### config.mk
export PLATFORM = sky130hd
export DESIGN_NAME = rvee_alu_issue_flat
export DESIGN_NICKNAME = d
export VERILOG_FILES = /design/src/rtl/rvee_alu_issue_if.sv /design/src/rtl/rvee_alu_issue.sv /design/src/flat_wrapper.sv
export SDC_FILE = /design/constraint.sdc
export NUM_CORES = 1
export LEC_CHECK = 0
export ABC_AREA = 1
export BUFFER_PORTS_ARGS = -buffer_cell sky130_fd_sc_hd__buf_2
export CORE_MARGIN = 3
export CORE_UTILIZATION = 50
export CTS_CLUSTER_DIAMETER = 80
export DETAILED_ROUTE_END_ITERATION = 12
export PLACE_DENSITY = 0.87
export SLEW_MARGIN = 10
export SYNTH_ARGS = -nofsm -noshare
export SYNTH_HDL_FRONTEND = slang
export SYNTH_SLANG_ARGS = --single-unit
### constraint.sdc
create_clock -name clk -period 15.5 [get_ports clk]
set_input_delay 1.55 -clock clk [delete_from_list [all_inputs] [get_ports clk]]
set_output_delay 1.55 -clock clk [all_outputs]
set_load 0.02 [all_outputs]
### src/rtl/rvee_alu_issue_if.sv
// Operand/result handshake between the issue pipeline and the combinational ALU.
// op encoding: 0 ADD, 1 SLL, 2 SLT, 3 SLTU, 4 XOR, 5 SRL/SRA, 6 OR, 7 AND.
interface rvee_alu_if #(
  parameter int XLEN = 32
);
  logic [XLEN-1:0] a;
  logic [XLEN-1:0] b;
  logic            c;
  logic [2:0]      op;
  logic            msb_xor;
  logic            sra;
  logic [XLEN-1:0] d;

  modport initiator (output a, b, c, op, msb_xor, sra, input d);
  modport target    (input a, b, c, op, msb_xor, sra, output d);
endinterface

### src/rtl/rvee_alu_issue.sv
// Two-stage elastic issue pipeline for RV32I OP/OP-IMM: S1 holds conditioned ALU
// operands driving alu_if, S2 captures the ALU result for writeback.
module rvee_alu_issue #(
  parameter int XLEN = 32
) (
  input  logic            clk,
  input  logic            rst_n,
  input  logic            flush,
  input  logic            in_valid,
  output logic            in_ready,
  input  logic [2:0]      in_funct3,
  input  logic            in_funct7_5,
  input  logic            in_is_imm,
  input  logic [XLEN-1:0] in_rs1,
  input  logic [XLEN-1:0] in_rs2,
  input  logic [XLEN-1:0] in_imm,
  input  logic [4:0]      in_rd,
  output logic            out_valid,
  input  logic            out_ready,
  output logic [4:0]      out_rd,
  output logic [XLEN-1:0] out_data,
  rvee_alu_if.initiator   alu_if
);

  typedef struct packed {
    logic [XLEN-1:0] a;
    logic [XLEN-1:0] b;
    logic            c;
    logic [2:0]      op;
    logic            msb_xor;
    logic            sra;
    logic [4:0]      rd;
  } s1_t;

  logic            s1_valid_q, s1_valid_d;
  logic            s2_valid_q, s2_valid_d;
  s1_t             s1_q, s1_d;
  logic [XLEN-1:0] out_data_q, out_data_d;
  logic [4:0]      out_rd_q, out_rd_d;
  logic            s1_adv, s1_load, s2_load;
  logic [XLEN-1:0] opnd;
  logic            inv_b;

  assign s1_adv   = !s2_valid_q || out_ready;
  assign in_ready = !flush && (!s1_valid_q || s1_adv);
  assign s1_load  = in_valid && in_ready;
  assign s2_load  = !flush && s1_valid_q && s1_adv;

  // SUB/SLT/SLTU all run through the adder as a + ~b + 1; funct3 maps 1:1 onto op.
  always_comb begin
    opnd  = in_is_imm ? in_imm : in_rs2;
    inv_b = (in_funct3 == 3'd0 && !in_is_imm && in_funct7_5) ||
            (in_funct3 == 3'd2) || (in_funct3 == 3'd3);
    s1_d  = s1_q;
    if (s1_load) begin
      s1_d.a       = in_rs1;
      s1_d.b       = inv_b ? ~opnd : opnd;
      s1_d.c       = inv_b;
      s1_d.op      = in_funct3;
      s1_d.msb_xor = in_rs1[XLEN-1] ^ opnd[XLEN-1];
      s1_d.sra     = (in_funct3 == 3'd5) && in_funct7_5;
      s1_d.rd      = in_rd;
    end
  end

  always_comb begin
    out_data_d = out_data_q;
    out_rd_d   = out_rd_q;
    if (s2_load) begin
      out_data_d = alu_if.d;
      out_rd_d   = s1_q.rd;
    end
  end

  always_comb begin
    s1_valid_d = s1_valid_q;
    s2_valid_d = s2_valid_q;
    if (flush) begin
      s1_valid_d = 1'b0;
      s2_valid_d = 1'b0;
    end else begin
      if (s2_load)        s2_valid_d = 1'b1;
      else if (out_ready) s2_valid_d = 1'b0;
      if (s1_load)        s1_valid_d = 1'b1;
      else if (s2_load)   s1_valid_d = 1'b0;
    end
  end

  always_ff @(posedge clk or negedge rst_n) begin
    if (!rst_n) begin
      s1_valid_q <= 1'b0;
      s2_valid_q <= 1'b0;
    end else begin
      s1_valid_q <= s1_valid_d;
      s2_valid_q <= s2_valid_d;
    end
  end

  // Payload flops carry no reset; the valid bits qualify them.
  always_ff @(posedge clk) begin
    s1_q       <= s1_d;
    out_data_q <= out_data_d;
    out_rd_q   <= out_rd_d;
  end

  assign alu_if.a       = s1_q.a;
  assign alu_if.b       = s1_q.b;
  assign alu_if.c       = s1_q.c;
  assign alu_if.op      = s1_q.op;
  assign alu_if.msb_xor = s1_q.msb_xor;
  assign alu_if.sra     = s1_q.sra;

  assign out_valid = s2_valid_q;
  assign out_data  = out_data_q;
  assign out_rd    = out_rd_q;

endmodule

### src/flat_wrapper.sv
// flat-port wrapper written by rule: the top's interface ports become plain ports
module rvee_alu_issue_flat 
#(
  parameter int XLEN = 32
)
  (clk, rst_n, flush, in_valid, in_ready, in_funct3, in_funct7_5, in_is_imm, in_rs1, in_rs2, in_imm, in_rd, out_valid, out_ready, out_rd, out_data, alu_if_a, alu_if_b, alu_if_c, alu_if_op, alu_if_msb_xor, alu_if_sra, alu_if_d);
  rvee_alu_if #(.XLEN(XLEN)) alu_if_i ();
  input  logic clk;
  input  logic rst_n;
  input  logic flush;
  input  logic in_valid;
  output logic in_ready;
  input  logic [2:0] in_funct3;
  input  logic in_funct7_5;
  input  logic in_is_imm;
  input  logic [XLEN-1:0] in_rs1;
  input  logic [XLEN-1:0] in_rs2;
  input  logic [XLEN-1:0] in_imm;
  input  logic [4:0] in_rd;
  output logic out_valid;
  input  logic out_ready;
  output logic [4:0] out_rd;
  output logic [XLEN-1:0] out_data;
  output wire logic [$bits(alu_if_i.a)-1:0] alu_if_a;
  output wire logic [$bits(alu_if_i.b)-1:0] alu_if_b;
  output wire logic [$bits(alu_if_i.c)-1:0] alu_if_c;
  output wire logic [$bits(alu_if_i.op)-1:0] alu_if_op;
  output wire logic [$bits(alu_if_i.msb_xor)-1:0] alu_if_msb_xor;
  output wire logic [$bits(alu_if_i.sra)-1:0] alu_if_sra;
  input wire logic [$bits(alu_if_i.d)-1:0] alu_if_d;
  assign alu_if_a = alu_if_i.a;
  assign alu_if_b = alu_if_i.b;
  assign alu_if_c = alu_if_i.c;
  assign alu_if_op = alu_if_i.op;
  assign alu_if_msb_xor = alu_if_i.msb_xor;
  assign alu_if_sra = alu_if_i.sra;
  assign alu_if_i.d = alu_if_d;
  rvee_alu_issue #(.XLEN(XLEN)) u_core (.clk(clk), .rst_n(rst_n), .flush(flush), .in_valid(in_valid), .in_ready(in_ready), .in_funct3(in_funct3), .in_funct7_5(in_funct7_5), .in_is_imm(in_is_imm), .in_rs1(in_rs1), .in_rs2(in_rs2), .in_imm(in_imm), .in_rd(in_rd), .out_valid(out_valid), .out_ready(out_ready), .out_rd(out_rd), .out_data(out_data), .alu_if(alu_if_i));
endmodule
## Word-level counts from Yosys, hierarchy flattened

Index checks and enable logic that the tools add are counted.

| operators by class | value |
|---|---|
| bitwise logic cells | 2 |
| reductions and logical operators | 18 |
| mux-type cells | 8 |
| equal/unequal tests | 3 |

Operators with widths:

| kind | count |
|---|---|
| $mux 32 | 2 |
| $not 32->32 | 1 |
| $logic_and 1x1->1 | 7 |
| $eq 3x2->1 const B | 2 |
| $mux 1 | 6 |
| $reduce_bool 3->1 | 2 |
| $logic_not 1->1 | 4 |
| $logic_or 1x1->1 | 4 |
| $eq 3x3->1 const B | 1 |
| $logic_not 3->1 | 1 |
| $xor 1x1->1 | 1 |

| word-level totals | value |
|---|---|
| bits of input ports | 143 |
| word-level logic and storage cells | 42 |
| output and inout port bits | 109 |
| register bits after elaboration | 114 |

## Longest topological paths before layout

Gate-level depths: netlist of run 1.

| logic depth | value |
|---|---|
| depth after elaboration | 7 |
| depth in mapped cells | 8 |
| depth with buffers taken out | 6 |

## Worst setup path before layout of run 1

OpenSTA, ideal clock, no wires.

| timing | value |
|---|---|
| path type | input to register |
| from | input port out_ready |
| to | register u_core.s1_q, in the netlist u_core.alu_if.a[0], enable pin |
| path buffers | 0 |
| setup slack | 8.105 ns |
| library setup time | 0.601 ns |
| stages | 4 |
| data arrival time | 6.794 ns |
| data required time | 14.899 ns |
| path through | inv_1 > nand2_1 > nor2_1 > nor3_1 |

| on the way | value |
|---|---|
| longest elaborated chain between the ends | 4 |

RTL lines:

| element | RTL line | RTL |
|---|---|---|
| from (decl) | flat_wrapper.sv:21 | `input logic out_ready;` |
| $logic_or 1x1->1 | rvee_alu_issue.sv:44 | `assign s1_adv = !s2_valid_q \|\| out_ready;` |
| $logic_or 1x1->1 | rvee_alu_issue.sv:45 | `assign in_ready = !flush && (!s1_valid_q \|\| s1_adv);` |
| $logic_and 1x1->1 | rvee_alu_issue.sv:45 |  |
| $logic_and 1x1->1 | rvee_alu_issue.sv:46 | `assign s1_load = in_valid && in_ready;` |
| via u_core.s1_load | rvee_alu_issue.sv:40 | `logic s1_adv, s1_load, s2_load;` |
| to (signal assigned) | rvee_alu_issue.sv:101 | `s1_q <= s1_d;` |
| to (decl) | rvee_alu_issue.sv:37 | `s1_t s1_q, s1_d;` |

The timed path passes the listed nets, and every way through them passes these cells.
A chain may end at the register's enable or synchronous reset.

## Worst setup path in the final report of run 1

| timing | value |
|---|---|
| from | input port out_ready |
| to | output port in_ready |

| on the way | value |
|---|---|
| longest elaborated chain between the ends | 3 |

RTL lines:

| element | RTL line | RTL |
|---|---|---|
| $logic_or 1x1->1 | rvee_alu_issue.sv:44 |  |
| $logic_or 1x1->1 | rvee_alu_issue.sv:45 |  |
| $logic_and 1x1->1 | rvee_alu_issue.sv:45 |  |
| to (decl) | flat_wrapper.sv:12 | `output logic in_ready;` |

Every way passes these cells.

==> results.txt, run 1 <==
status - finished clean
DRC viols - 0
Syn Inst Count - 509
fmax - 0.257 GHz
Final Max Slew Viols - 0
critical-path cell list - buf_2, inv_1, nand2_1, nor2_1, or2_2, inv_1, buf_2
dpl cell area - 6120 µm²
yosys warns - 0
number of gates resized after cts - 0
first drt pass iteration count - 4
Max-Cap Viols - 0
most common cell after layout, fill and taps aside - buf_2
total CTS buffers - 17
DRT iter0 DRCs - 169
mapped cell area - 5290 µm²
Hold EP - u_core.out_rd[3]$_DFFE_PP_
critical-path cell with the highest stage delay - or2_2
worst reg2reg path depth - 4
crit path time final - 3900 ps
# H-tree levels - 4
hold_sp - u_core.s1_q[3]$_DFFE_PP_
DR vias - 3785
WP data arrival - 2350 ps
# port buffers - 251
Yosys top cell area share - 63.5%
syn avg cell area - 10.4 µm²
total die area - 11900 µm²
Critical Path Start Type - input pin
Power Density - 120 nW/µm²
post-route setup TNS - 0 ps
sequential element share of the synthesized area - 64.5%
Post-CTS Hold Buffers - 0
DPL Wire Length - 8860 µm
area grow syn2layout - 25.7%
first-pass GRT wire length - 17100 µm
Clock Tree Buf Depth - 2
core area - 10000 µm²
CTS tree - built
Hold Path Class - flip-flop to flip-flop
largest stage delay on the critical path - 280 ps
Worst Path Max Fanout - 3
GR peak layer - met2
RSZ-0062 raised after global routing - false
worst path bufs/invs - 4
FF+latch count, synth - 114
clk_lat worst skew - 490 ps
Nets - 841
Final GP Congestion - 0.800
Reg2Reg Setup Slack - 13630 ps
Fillers - 755
grt total ovfl - 0
Post-DRT Antenna Nets - 0
RR Startpoint - u_core.out_valid$_DFFE_PN0P_
initial antenna violation count - 1
vias per inst - 4.49
top cells by area, synth - edfxtp_1 64%, nand2_1 12%, buf_4 10%
WL/cell - 14.0 µm
Initial Utilization - 52.7%
layout cells sized above 1 - 40.6%
DIE WIDTH - 109 µm
worst reg2reg endpoint - u_core.alu_if.a[24]$_DFFE_PP_
Critical Path Sink Type - output pin
most frequent cells in the layout - 251 x buf_2, 163 x nand2_1, 112 x edfxtp_1
Tot Pwr - 797 µW
Post-CTS Setup Inserts - 0
fin crit share - 25.1%
post-synth cell types - 19
Finished Cell Area - 6660 µm²
top cell family by delay on the critical path - simple AND/OR/NAND/NOR gates
met3 usage - 7.93%
n_diodes - 0
Final Hold Vio Count - 0
Net Count, Synth - 652
clock transition at the registers of the reported paths - 50 ps
largest net degree at the start of global routing - 76
routing usage on met2 - 34.8%
leakage - 0.00346 µW
cell taking the most area after synthesis - edfxtp_1
routed wire length - 11800 µm
DIE HEIGHT - 109 µm
Relative slew margins - 36.9%
# IOs - 252
root buf cell - clkbuf_8
required time worst endpoint - 13950 ps
Peak VDD IR - 0.0602 mV
cell row count - 36
Clock Sinks - 114
Crit Path Class - input pin to output pin
Hold Path Cell Cnt - 0
Core Util, Final - 66.3%
endpoints failing setup - 0
final worst clock skew - 5.57 ps
Global Route Usage Sum - 19.3%
met1 Track Usage GR - 19.9%
vias in the first global route - 3494
Worst-Margin Slew - 947 ps
state kept, by name (all words and copies together) (netlist names):
name                   flops
u_core.s1_valid_q          1
u_core.out_valid           1
u_core.alu_if.sra          1
u_core.out_data           32
u_core.alu_if.op           3
u_core.alu_if.b           32
u_core.out_rd              5
u_core.alu_if.a           32
u_core.alu_if.c            1
u_core.alu_if.msb_xor      1
u_core.s1_q                5
cell usage after synthesis, drive strengths merged:
| master | count |
|---|---|
| buf | 81 |
| nand3 | 32 |
| clkbuf | 2 |
| a21oi | 3 |
| inv | 105 |
| or2 | 1 |
| nand2 | 166 |
| xnor2 | 1 |
| nor3 | 2 |
| nor2 | 2 |
| dfrtp | 2 |
| edfxtp | 112 |
report_power, final:
| group | internal (µW) | switching (µW) | total, µW |
|---|---|---|---|
| clock | 225 | 126 | 351 |
| sequential | 357 | 3.35 | 360 |
| combinational | 31.0 | 54.2 | 85.2 |
| total | 613 | 184 | 797 |
kinds of logic (layout without fill, tap and decap cells):
group	Yosys count	count (layout)	share of synthesized area (%)
buf+inv	188	389	19.3
compound gates	3	3	0.497
xor+xnor	1	1	0.166
flops	114	114	64.5
simple gates	203	203	15.6
worst max path at each step:
stage	slack, ps	endpoint	cells past startpoint	start
finish	11600	in_ready	7	out_ready
global route	11570	in_ready	7	out_ready
CTS	11600	in_ready	7	out_ready
detailed placement	11610	in_ready	7	out_ready
global placement	11680	in_ready	7	out_ready
floorplan	8100	u_core.alu_if.a[0]$_DFFE_PP_	4	out_ready
metrics by stage:
stage | cells | hold WS [ps] | setup WS [ps]
3_3_place_gp | 812 | 403 | 11680
4_1_cts | 843 | 416 | 11600
3_5_place_dp | 812 | 405 | 11610
6_report | 843 | 416 | 11600
5_1_grt | 843 | 420 | 11570
2_1_floorplan | 509 | 400 | 8100
layout make-up:
type / instances / area [µm²] / share of cell area (%)
Multi-Input combinational cell: 207 / 870 / 13.1
Clock inverter: 12 / 116 / 1.75
Inverter: 105 / 397 / 5.96
Clock buffer: 19 / 422 / 6.34
Tap cell: 133 / 166 / 2.50
Sequential cell: 114 / 3410 / 51.3
Timing Repair Buffer: 253 / 1270 / 19.1
routing by layer:
layer  share of wire, %  vias to the layer above
met5              0.093                        -
met4                1.4                        2
met3                 11                       16
met2                 52                      192
met1                 36                     1690
li1                   -                     1885
(Power assumes the default switching activity.)
==> run 2, diff against run 1 <==
ABC_AREA = 0   (was 1)
CORE_UTILIZATION = 40   (was 50)
PLACE_DENSITY = 0.78   (was 0.87)
clock period = 3.5 ns   (was 15.5 ns; I/O delays follow)
==> run 2 against run 1 <==
Net effect: via count is 29% lower; utilization shrank 11 points; area after synthesis decreased by 12%; sequential share of layout area increased by 4.4 points; largest power group unchanged.
==> results.txt, run 2 <==
status - finished clean
Storage cell area - 3410 µm² (unchanged)
clk_lat worst skew - 390 ps (-100 ps)
cell row count - 38 (+5.6%)
clock transition at the registers of the reported paths - 50 ps (about the same)
total die area - 13000 µm² (+9.8%)
post-synth cell types - 17 (-2)
endpoints failing setup - 0 (unchanged)
Post-synth top cells - 112 x edfxtp_1, 67 x buf_4, 32 x mux2i_1, 32 x xor2_1, 5 x buf_6
mapped cell area - 4680 µm² (-12%)
core area - 11100 µm² (+11%)
worst path bufs/invs - 0 (-4)
Max-Cap Viols - 0 (unchanged)
count leader, synth - edfxtp_1
Clock Tree Buf Depth - 2 (unchanged)
largest stage delay on the critical path - 780 ps (+500 ps)
vias in the first global route - 2730 (-22%)
crit path time final - 2020 ps
sequential element share of the synthesized area - 73.0% (+8.5 points)
first drt pass iteration count - 4 (unchanged)
FF+latch count, synth - 114 (unchanged)
Hold Path Class - input pin to flip-flop
number of gates resized after cts - 0 (unchanged)
initial antenna violation count - 0 (-1)
# H-tree levels - 4 (unchanged)
DIE WIDTH - 114 µm (+4.8%)
n_diodes - 0 (unchanged)
worst reg2reg path depth - 3 (-1)
Reg2Reg Setup Slack - 1480 ps (-12150 ps)
total CTS buffers - 17 (unchanged)
# port buffers - 251 (unchanged)
Power Density - 571 nW/µm² (+380%)
critical-path cell with the highest stage delay - and2_4
WHS - 125 ps (-290 ps)
fmax - 0.496 GHz
most frequent cells in the layout - 251 x buf_2, 112 x edfxtp_1, 32 x mux2i_1, 32 x xor2_1, 17 x clkbuf_16
Inst Count DP - 584 (-28%)
Synth async-reset ratio - 1.75% (unchanged)
Post-DRT Antenna Nets - 0 (unchanged)
WL/cell - 16.1 µm (+15%)
number of synthesized flops with an enable pin - 112 (unchanged)
Global Route Usage Sum - 14.9% (-4.4 points)
grt total ovfl - 0 (unchanged)
routed wire length - 9910 µm (-16%)
Fillers - 920 (+22%)
area grow syn2layout - 31.0%
layout cells sized above 1 - 59.6% (+19 points)
DR vias - 2676 (-29%)
DIE HEIGHT - 114 µm (+4.8%)
fin crit share - 57.6%
first-pass GRT wire length - 14400 µm (-16%)
Post-CTS Setup Inserts - 0 (unchanged)
Final GP Congestion - 0.789 (-1.4%)
Nets - 607 (-28%)
Worst Path Max Fanout - 75 (+72)
root buf cell - clkbuf_16
top cell family by delay on the critical path - simple AND/OR/NAND/NOR gates
leakage - 0.00267 µW (-23%)
post-route setup TNS - 0 ps (unchanged)
# IOs - 252 (unchanged)
DRT iter0 DRCs - 124 (-27%)
RR Startpoint - u_core.out_valid$_DFFE_PN0P_
DPL Wire Length - 7670 µm (-13%)
most common cell after layout, fill and taps aside - buf_2
Relative slew margins - 25.5% (-11 points)
Hold Path Cell Cnt - 1 (+1)
vias per inst - 4.35 (-3.1%)
DRC viols - 0 (unchanged)
Syn Inst Count - 266 (-48%)
Initial Utilization - 42.0% (-11 points)
Primary FF master, synth - edfxtp_1
cell taking the most area after synthesis - edfxtp_1
RSZ-0062 raised after global routing - false
footprint of the multi-input gates - 706 µm² (-19%)
syn avg cell area - 17.6 µm² (+69%)
WP data arrival - 2030 ps (-320 ps)
critical-path cell list - nor2b_1, a21oi_1, and2_4
required time worst endpoint - 3510 ps (-10440 ps)
Final Max Slew Viols - 0 (unchanged)
Post-CTS Hold Buffers - 1 (+1)
Net Count, Synth - 409 (-37%)
final worst clock skew - 6.56 ps (+0.988 ps)
Crit Path Class - flip-flop to flip-flop
yosys warns - 0 (unchanged)
Hold EP - u_core.out_data[28]$_DFFE_PP_
Peak VDD IR - 0.254 mV (+320%)
Final Hold Vio Count - 0 (unchanged)
Clock Sinks - 114 (unchanged)
hold_sp - alu_if_d[28]
CTS tree - built
largest net degree at the start of global routing - 76 (unchanged)
Worst-Margin Slew - 1110 ps (+168 ps)
Final Instance Count excl. Fillers - 615 (-27%)
Critical Path Start Type - flip-flop
worst reg2reg endpoint - u_core.alu_if.a[29]$_DFFE_PP_
Yosys top cell area share - 71.9% (+8.4 points)
Critical Path Sink Type - flip-flop
top cells by area, synth - edfxtp_1 72%, buf_4 11%, mux2i_1 6.9%
==> run 2: per-layer routing <==
layer  track usage, %  share of wire [%]
met2             24.5                 50
met1             16.4                 35
met5                0                  0
met4             8.31                2.9
met3             6.03                 12
==> run 2: through the flow <==
| step | utilization, % | total power, µW | cell area (µm²) | setup slack (ps) |
|---|---|---|---|---|
| after global placement | 50.1 | 1940 | 5570 | 1570 |
| after global routing | 55.0 | 3620 | 6120 | 1300 |
| after detailed placement | 50.1 | 1960 | 5570 | 1480 |
| after CTS | 55.0 | 3540 | 6120 | 1470 |
| after floorplan | - | 1850 | 4680 | 180 |
| final | 55.0 | 3500 | 6120 | 1480 |
==> run 2: cells by family (layout without fill, tap and decap cells) <==
kind of cell,Yosys count,count (layout),synth area share (%)
multiplexers,32,32,6.85
buffers and inverters,76,285,12.4
AO/OA/AOI/OAI,3,3,0.455
flip-flops,114,114,73.0
XOR/XNOR,33,33,6.18
AND/OR/NAND/NOR,8,8,1.15
==> run 2: power by group <==
group | total, µW | leakage, µW | switching [µW] | internal, µW
Combinational | 322 | 0.00134 | 189 | 134
Clock | 1570 | 0.000258 | 553 | 1020
Sequential | 1600 | 0.00107 | 14.9 | 1580
==> run 2: worst reg2reg max path, stage by stage (launching register included) <==
cell and delay (ps):
dfrtp_1 370, nor2b_1 180, a21oi_1 200, and2_4 780
==> run 2: layout make-up <==
| type | instances | share of cell area, % |
|---|---|---|
| inverter | 1 | 0.0613 |
| clock inverter | 13 | 1.96 |
| multi-input combinational | 76 | 11.5 |
| tap | 140 | 2.86 |
| timing repair buffer | 254 | 20.9 |
| sequential | 114 | 55.7 |
| clock buffer | 17 | 6.95 |
==> run 2: worst max-delay path by stage <==
stage | slack, ps | depth (start not counted) | startpoint | endpoint
floorplan | 180 | 3 | u_core.out_valid$_DFFE_PN0P_ | u_core.alu_if.a[0]$_DFFE_PP_
global placement | 1570 | 4 | in_funct7_5 | u_core.alu_if.b[30]$_DFFE_PP_
detailed placement | 1480 | 3 | u_core.out_valid$_DFFE_PN0P_ | u_core.alu_if.c$_DFFE_PP_
CTS | 1470 | 3 | u_core.out_valid$_DFFE_PN0P_ | u_core.alu_if.a[24]$_DFFE_PP_
global route | 1300 | 3 | u_core.out_valid$_DFFE_PN0P_ | u_core.alu_if.a[14]$_DFFE_PP_
finish | 1480 | 3 | u_core.out_valid$_DFFE_PN0P_ | u_core.alu_if.a[29]$_DFFE_PP_
==> run 3, diff against run 2 <==
clock period = 1.84 ns   (was 3.5 ns; I/O delays follow)
==> run 3 against run 2 <==
Net effect: utilization up 7.6 points; final area grew 14%; flip-flop and latch count did not move; clock skew rose by 3.3 ps; critical path depth grew 3; non-clock buffer count increased by 76; critical path type is now input pin to flip-flop; critical endpoint is now u_core.alu_if.b[7]$_DFFE_PP_; largest cell class unchanged.
==> results.txt, run 3 (same netlist as run 2, synthesis figures left out) <==
number of gates resized after cts - 0 (unchanged)
Relative slew margins - 79.7% (+54 points)
vias per inst - 4.29 (-1.3%)
WP data arrival - 1600 ps (-430 ps)
layout cells sized above 1 - 53.5% (-6.1 points)
Post-CTS Setup Inserts - 0 (unchanged)
Critical Path Sink Type - flip-flop
endpoints failing setup - 0 (unchanged)
PnR worst setup slack - 371 ps (-1110 ps)
Hold Path Class - input pin to flip-flop
RR Startpoint - u_core.out_valid$_DFFE_PN0P_
total CTS buffers - 17 (unchanged)
final worst clock skew - 9.83 ps (+3.27 ps)
first drt pass iteration count - 4 (unchanged)
DR vias - 2975 (+11%)
DRC viols - 0 (unchanged)
worst reg2reg endpoint - u_core.alu_if.c$_DFFE_PP_
DRT iter0 DRCs - 172 (+39%)
worst reg2reg path depth - 4 (+1)
Hold EP - u_core.out_valid$_DFFE_PN0P_
Initial Utilization - 42.0% (unchanged)
vias in the first global route - 3164 (+16%)
core area - 11100 µm² (unchanged)
clk_lat worst skew - 400 ps (about the same)
Tot Pwr - 7040 µW (+100%)
Global Route Usage Sum - 15.9% (+1.1 points)
worst slack, placed - 402 ps (-1080 ps)
area grow syn2layout - 49.1%
clock transition at the registers of the reported paths - 50 ps (about the same)
required time worst endpoint - 1980 ps (-1530 ps)
initial antenna violation count - 0 (unchanged)
WL/cell - 15.3 µm (-4.8%)
# port buffers - 251 (unchanged)
most common cell after layout, fill and taps aside - buf_2
first-pass GRT wire length - 15600 µm (+8.7%)
Worst-Margin Slew - 296 ps (-819 ps)
post-route setup TNS - 0 ps (unchanged)
Worst Path Max Fanout - 20 (-73%)
Final Max Slew Viols - 0 (unchanged)
DIE WIDTH - 114 µm (unchanged)
fmax - 0.681 GHz
fin crit share - 79.8%
Final Instance Count excl. Fillers - 693 (+13%)
Final GP Congestion - 0.760 (-3.6%)
# H-tree levels - 4 (unchanged)
most frequent cells in the layout - 251 x buf_2, 112 x edfxtp_1, 72 x dlygate4sd3_1
Final Hold Vio Count - 0 (unchanged)
Peak VDD IR - 0.688 mV (+170%)
Power Density - 1010 nW/µm² (+77%)
Inst Count DP - 589 (+0.86%)
largest net degree at the start of global routing - 40 (-47%)
total die area - 13000 µm² (unchanged)
n_diodes - 0 (unchanged)
Clock Sinks - 114 (unchanged)
status - finished clean
cell row count - 38 (unchanged)
routed wire length - 10600 µm (+7.2%)
Max-Cap Viols - 0 (unchanged)
CTS tree - built
# IOs - 252 (unchanged)
leakage - 0.00303 µW (+13%)
root buf cell - clkbuf_16
Reg2Reg Setup Slack - 400 ps (-1080 ps)
DPL Wire Length - 7710 µm (+0.50%)
hold_sp - flush
Clock Tree Buf Depth - 2 (unchanged)
Post-CTS Hold Buffers - 72 (+71)
RSZ-0062 raised after global routing - false
Critical Path Start Type - input pin
grt total ovfl - 0 (unchanged)
Crit Path Class - input pin to flip-flop
DIE HEIGHT - 114 µm (unchanged)
Hold Path Cell Cnt - 2 (+1)
crit path time final - 1470 ps
Post-DRT Antenna Nets - 0 (unchanged)
Nets - 683 (+13%)
==> run 3: final cells by class <==
type                            instances  area [µm²]
Clock buffer                           19         433
Clock inverter                         13         160
Fill cell                             793        4160
Inverter                                1        3.75
Multi-Input combinational cell         76         717
Sequential cell                       114        3410
Tap cell                              140         175
Timing Repair Buffer                  330        2070
==> run 3: worst max-delay path, stage by stage <==
cell and delay (ps):
dlygate4sd3_1 530, buf_2 150, nor3b_2 240, o21bai_4 70
buf_4 230, xor2_1 190
==> run 3: report_power, final <==
group | internal, µW | switching (µW)
clock | 2130 | 1110
combinational | 370 | 387
sequential | 3010 | 30.9
==> run 3: per-layer routing <==
| metal | wire length (µm) | vias to the layer above | track usage [%] |
|---|---|---|---|
| li1 | - | 1440 | - |
| met1 | 3800 | 1369 | 17.0 |
| met2 | 5680 | 159 | 28.3 |
| met3 | 1050 | 7 | 6.18 |
| met4 | 97 | 0 | 6.25 |
| met5 | 0 | - | 0 |
==> run 3: how the worst max path moves through the flow <==
| stage | start | end | cells past startpoint |
|---|---|---|---|
| 4_1_cts | u_core.out_valid$_DFFE_PN0P_ | in_ready | 3 |
| 2_1_floorplan | u_core.out_valid$_DFFE_PN0P_ | u_core.out_data[0]$_DFFE_PP_ | 2 |
| 6_report | in_funct3[0] | u_core.alu_if.b[7]$_DFFE_PP_ | 6 |
| 3_3_place_gp | u_core.out_valid$_DFFE_PN0P_ | u_core.alu_if.b[25]$_DFFE_PP_ | 4 |
| 3_5_place_dp | u_core.out_valid$_DFFE_PN0P_ | u_core.alu_if.b[29]$_DFFE_PP_ | 4 |
| 5_1_grt | in_funct3[0] | u_core.alu_if.b[0]$_DFFE_PP_ | 6 |
==> run 3: per-stage QoR <==
stage               utilization (%)  area, µm²  hold slack (ps)
detailed placement             50.8       5660            -26.5
floorplan                         -       4700             -112
global route                   62.7       6970             19.0
CTS                            62.7       6970             5.94
finish                         62.7       6970             25.5
global placement               50.8       5660            -29.6
